`config.mk`:
```
export PLATFORM = sky130hd
export DESIGN_NAME = frame_scan_out
export DESIGN_NICKNAME = d
export VERILOG_FILES = /design/src/rtl/frame_scan_out.sv
export SDC_FILE = /design/constraint.sdc
export NUM_CORES = 1
export LEC_CHECK = 0
export CORE_ASPECT_RATIO = 2
export CORE_MARGIN = 2
export CORE_UTILIZATION = 38
export CTS_CLUSTER_SIZE = 24
export DETAILED_ROUTE_END_ITERATION = 12
export PLACE_DENSITY_LB_ADDON = 0.12
export SLEW_MARGIN = 10
export SYNTH_ARGS = -nofsm -noshare
export SYNTH_HDL_FRONTEND = slang
export SYNTH_SLANG_ARGS = --single-unit
```
`constraint.sdc`:
```
create_clock -name clk -period 1.7 [get_ports clk]
set_clock_uncertainty 0.05 [all_clocks]
set_input_delay 0.51 -clock clk [delete_from_list [all_inputs] [get_ports clk]]
set_output_delay 0.51 -clock clk [all_outputs]
set_load 0.05 [all_outputs]
```
`src/rtl/frame_scan_out.sv`:
```
// Display scan-out: raster timing, frame-buffer read strobes and
// output re-timing so de, syncs and pixel data leave aligned.
module frame_scan_out #(
    parameter int DATA_WIDTH = 24,
    parameter int H_ACTIVE   = 4,
    parameter int H_FP       = 1,
    parameter int H_SYNC     = 2,
    parameter int H_BP       = 1,
    parameter int V_ACTIVE   = 2,
    parameter int V_FP       = 1,
    parameter int V_SYNC     = 1,
    parameter int V_BP       = 1,
    parameter int RD_LATENCY = 1,
    parameter bit SYNC_POL   = 1'b1
) (
    input  logic                  clk,
    input  logic                  reset,
    input  logic                  frame_rdy,
    input  logic [DATA_WIDTH-1:0] rd_data,
    output logic                  rd_en,
    output logic [DATA_WIDTH-1:0] pix_out,
    output logic                  de,
    output logic                  hsync,
    output logic                  vsync,
    output logic                  frame_done
);

    localparam int H_TOTAL = H_ACTIVE + H_FP + H_SYNC + H_BP;
    localparam int V_TOTAL = V_ACTIVE + V_FP + V_SYNC + V_BP;
    localparam int HW  = (H_TOTAL > 1) ? $clog2(H_TOTAL) : 1;
    localparam int VW  = (V_TOTAL > 1) ? $clog2(V_TOTAL) : 1;
    localparam int DLY = RD_LATENCY + 1;
    localparam logic SYNC_IDLE = ~SYNC_POL;

    typedef enum logic {
        S_WAIT,
        S_RUN
    } state_t;

    state_t                  state_q;
    logic [HW-1:0]           h_cnt_q;
    logic [VW-1:0]           v_cnt_q;
    logic [DLY-1:0]          de_pipe_q, de_pipe_d;
    logic [DLY-1:0]          hs_pipe_q, hs_pipe_d;
    logic [DLY-1:0]          vs_pipe_q, vs_pipe_d;
    logic [DATA_WIDTH-1:0]   pix_q, pix_d;

    logic run, h_last, v_last, h_act, v_act, hs_raw, vs_raw;

    assign run    = (state_q == S_RUN);
    assign h_last = (h_cnt_q == HW'(H_TOTAL - 1));
    assign v_last = (v_cnt_q == VW'(V_TOTAL - 1));
    assign h_act  = (int'(h_cnt_q) < H_ACTIVE);
    assign v_act  = (int'(v_cnt_q) < V_ACTIVE);
    assign hs_raw = run
                 && (int'(h_cnt_q) >= H_ACTIVE + H_FP)
                 && (int'(h_cnt_q) <  H_ACTIVE + H_FP + H_SYNC);
    assign vs_raw = run
                 && (int'(v_cnt_q) >= V_ACTIVE + V_FP)
                 && (int'(v_cnt_q) <  V_ACTIVE + V_FP + V_SYNC);

    assign rd_en      = run && h_act && v_act;
    assign frame_done = rd_en
                     && (int'(h_cnt_q) == H_ACTIVE - 1)
                     && (int'(v_cnt_q) == V_ACTIVE - 1);

    // Frame sequencing: leave WAIT on frame_rdy, only stop at a frame boundary
    always_ff @(posedge clk) begin
        if (reset) begin
            state_q <= S_WAIT;
            h_cnt_q <= '0;
            v_cnt_q <= '0;
        end else begin
            unique case (state_q)
                S_WAIT: begin
                    h_cnt_q <= '0;
                    v_cnt_q <= '0;
                    if (frame_rdy) state_q <= S_RUN;
                end
                S_RUN: begin
                    if (h_last) begin
                        h_cnt_q <= '0;
                        if (v_last) begin
                            v_cnt_q <= '0;
                            if (!frame_rdy) state_q <= S_WAIT;
                        end else begin
                            v_cnt_q <= v_cnt_q + 1'b1;
                        end
                    end else begin
                        h_cnt_q <= h_cnt_q + 1'b1;
                    end
                end
            endcase
        end
    end

    // Delay strobe and syncs to line up with the buffer's returned pixel
    always_comb begin
        de_pipe_d = {de_pipe_q[DLY-2:0], rd_en};
        hs_pipe_d = {hs_pipe_q[DLY-2:0], hs_raw ^ SYNC_IDLE};
        vs_pipe_d = {vs_pipe_q[DLY-2:0], vs_raw ^ SYNC_IDLE};
        pix_d     = de_pipe_q[RD_LATENCY-1] ? rd_data : '0;
    end

    // Output pipeline registers; reset clears any in-flight pulses
    always_ff @(posedge clk) begin
        if (reset) begin
            de_pipe_q <= '0;
            hs_pipe_q <= {DLY{SYNC_IDLE}};
            vs_pipe_q <= {DLY{SYNC_IDLE}};
            pix_q     <= '0;
        end else begin
            de_pipe_q <= de_pipe_d;
            hs_pipe_q <= hs_pipe_d;
            vs_pipe_q <= vs_pipe_d;
            pix_q     <= pix_d;
        end
    end

    assign de      = de_pipe_q[DLY-1];
    assign hsync   = hs_pipe_q[DLY-1];
    assign vsync   = vs_pipe_q[DLY-1];
    assign pix_out = pix_q;

endmodule

```
==> impl_metrics.toml <==
[outcome]
outcome = "complete, but fails checks"
violations = "setup timing"

[min_path]
min_to = "hs_pipe_q[1]"
hold_path_startpoint = "hs_pipe_q[0]"
hold_path_depth = 1
hold_class = "register to register"

[pwr]
seqPwrFrac_pct = 44.8
p_per_area_nw_per_um2 = 885
comb_power_share_pct = 11.1
clkPwrFrac_pct = 44.1
power_switching_uw = 405
p_leak_nw = 0.927
internal_power_mw = 1.60
p_total_mw = 2.00
switching_share_pct = 20.2
ir_worst_vdd_mv = 0.801

[layout]
antenna_cells = 0
nFillCells = 199
final_cell_area_um2 = 2260
fin_util_pct = 72.5
nets = 197
area_growth_pct = 85.8
drive_gt1_share_pct = 29.9

[logic_synthesis]
ys_ff_latch = 37
syn-num-nets = 134
synthesis.area_um2 = 1220
yosysWarnings = 0
avgSynthCellArea_um2 = 12.2
synth_cells = 100
ys_seq_area_share_pct = 60.8
ys_types = 22

[worst_setup_path]
critPathBufInv = 1
endpoint_kind = "output port"
crit_required_ps = 1140
worst_r2r_path_depth = 4
path_cells = "nor4b_4, and3_4, buf_12"
crit_arrival_ps = 1310
r2r-end = "v_cnt_q[2]"
crit_type = "register to output port"
r2r_start = "v_cnt_q[0]"
critPathSlowestCell = "dfxtp_1"
path_max_fanout = 4
critical_path.top_delay_family = "simple AND/OR/NAND/NOR gates"
startpoint_type = "register"
crit_path_max_incr_delay_ps = 360
reg2reg_setup_slack_ps = 410

[clock_tree]
root_buffer = "clkbuf_8"
clkSinkCount = 37
cts_htree_levels = 2
path_clk_slew_ps = 70
insertion_delay_ps = 280
clockBufferDepth = 2
cts_buffers = 5
postCtsHoldBufs = 0
cts_setup_buffers = 0
cts_tree = "built"

[sta]
setup-violations-final = 2
worst-slew-pin-transition_ps = 464
rsz0062_at_grt = "true"
fmax_ghz = 0.535
max_slew_margin_pct = 69.0
drv_slew = 0
fin_crit_ps = 1870
timing.final.ws_setup_ps = -168
period_share_pct = 110
tns_ps = -267
hold_viol = 0

[placement]
io_buffers = 55
place_hpwl_um = 2090
dp_worst_setup_slack_ps = -88.6
place_congestion = 0.695
placed_area_um2 = 2120

[drt]
drt-pass1-iter-count = 4
post_drt_wl_per_cell_um = 13.6
drt_wl_total_um = 2660
vias = 915
antenna_left = 0
via_per_inst = 4.69
drc = 0
drt_iter0_drc = 6

[grt]
grt_first_pass_wirelength_um = 4430
track_usage_pct = 16.5
antenna_found_initial = 0
grt_max_degree = 26
overflow = 0
grt_pass1_vias = 978

[floorplan]
dieArea_um2 = 3700
start_util_pct = 39.0
coreArea_um2 = 3120
die_h_um = 84.0
pin_count = 56
die_w_um = 44.0
fp-row-count = 29

[run]
max_cap_violations = 0
worst register-to-register path: cells and delay by family (launching register included):
family | cells | cell delay, ps
compound gates | 1 | 120
flops | 1 | 360
fa+ha+maj | 2 | 480
simple gates | 1 | 180
layout by cell type, fill, tap and decap left out, types with 2 or more instances in the layout:
master,instances
inv_1,5
dfxtp_2,2
nand4bb_1,2
clkdlybuf4s50_1,26
dfxtp_1,35
o32ai_1,2
ha_1,6
clkbuf_8,5
and2b_1,3
buf_12,29
and2_1,24
bufinv_16,2
nor3_1,6
buf_4,5
through the flow:
stage	std cells	hold WS, ps
global route	195	433
CTS	195	424
global placement	187	402
floorplan	100	361
detailed placement	187	407
finish	195	416
power groups by stage:
| stage | Combinational [mW] | Clock, mW | Sequential, mW |
|---|---|---|---|
| detailed placement | 0.223 | 0 | 0.918 |
| finish | 0.222 | 0.883 | 0.898 |
| floorplan | 0.0380 | 0 | 0.960 |
| CTS | 0.225 | 0.906 | 0.898 |
| global route | 0.233 | 0.940 | 0.899 |
| global placement | 0.220 | 0 | 0.917 |
synth_stat cells:
library cell  number  area, um2
nor2b_4            1       13.8
nor3_1             6       30.0
nor4b_2            1       15.0
and2_1            24        150
and3_1             1       6.26
clkbuf_2           1       5.00
a21oi_1            1       5.00
buf_2              1       5.00
buf_6              1       11.3
dfxtp_1           37        741
nand4bb_1          2       22.5
and2b_1            3       22.5
xnor2_1            1       8.76
nor2_1             1       3.75
clkbuf_1           1       3.75
inv_1              5       18.8
a311oi_1           1       8.76
nand2b_1           1       6.26
nor3b_1            1       7.51
ha_1               7       87.6
o32ai_1            2       17.5
a2111oi_4          1       27.5
logic make-up (layout without fill, tap and decap cells):
family	count (synthesis)	in the layout	share of synthesized area, %
flops	37	37	60.8
fa+ha+maj	7	7	7.19
buf+inv	9	73	3.60
xor+xnor	1	1	0.720
simple gates	41	41	22.8
compound gates	5	5	4.83
layer usage:
layer	wire [um]	GRT usage (%)
met4	65	8.26
met1	810	15.0
met5	0	0
met3	188	5.41
met2	1590	30.2
layout make-up:
class | count | area, um2 | area share (%)
repair buffers | 60 | 878 | 38.8
flip-flops and latches | 37 | 743 | 32.9
multi-input cells | 54 | 449 | 19.9
clock buffers | 5 | 68.8 | 3.04
clock inverters | 3 | 65.1 | 2.88
well taps | 31 | 38.8 | 1.71
inverters | 5 | 18.8 | 0.830
sequential cells by signal, summed over array words and instances (netlist names):
name	cells
v_cnt_q	3
vs_pipe_q	2
de_pipe_q	2
run	1
h_cnt_q	3
pix_out	24
hs_pipe_q	2
worst max-delay path by stage:
stage / slack, ps / start / endpoint / cells after the start
after floorplan: -300 / h_cnt_q[2] / frame_done / 2
after global placement: -30 / reset / pix_out[5] / 4
after detailed placement: -90 / reset / pix_out[10] / 4
after CTS: -190 / h_cnt_q[2] / frame_done / 3
after global routing: -200 / h_cnt_q[2] / frame_done / 3
final: -170 / v_cnt_q[2] / frame_done / 3
repair_timing:
| item | in CTS | in global routing |
|---|---|---|
| resized for setup | 3 | 0 |
| pin swaps | 0 | 0 |
| cloned | 0 | 0 |
| endpoints found under the setup margin | 2 | 2 |
No activity file was read; power rests on OpenSTA's default activity.
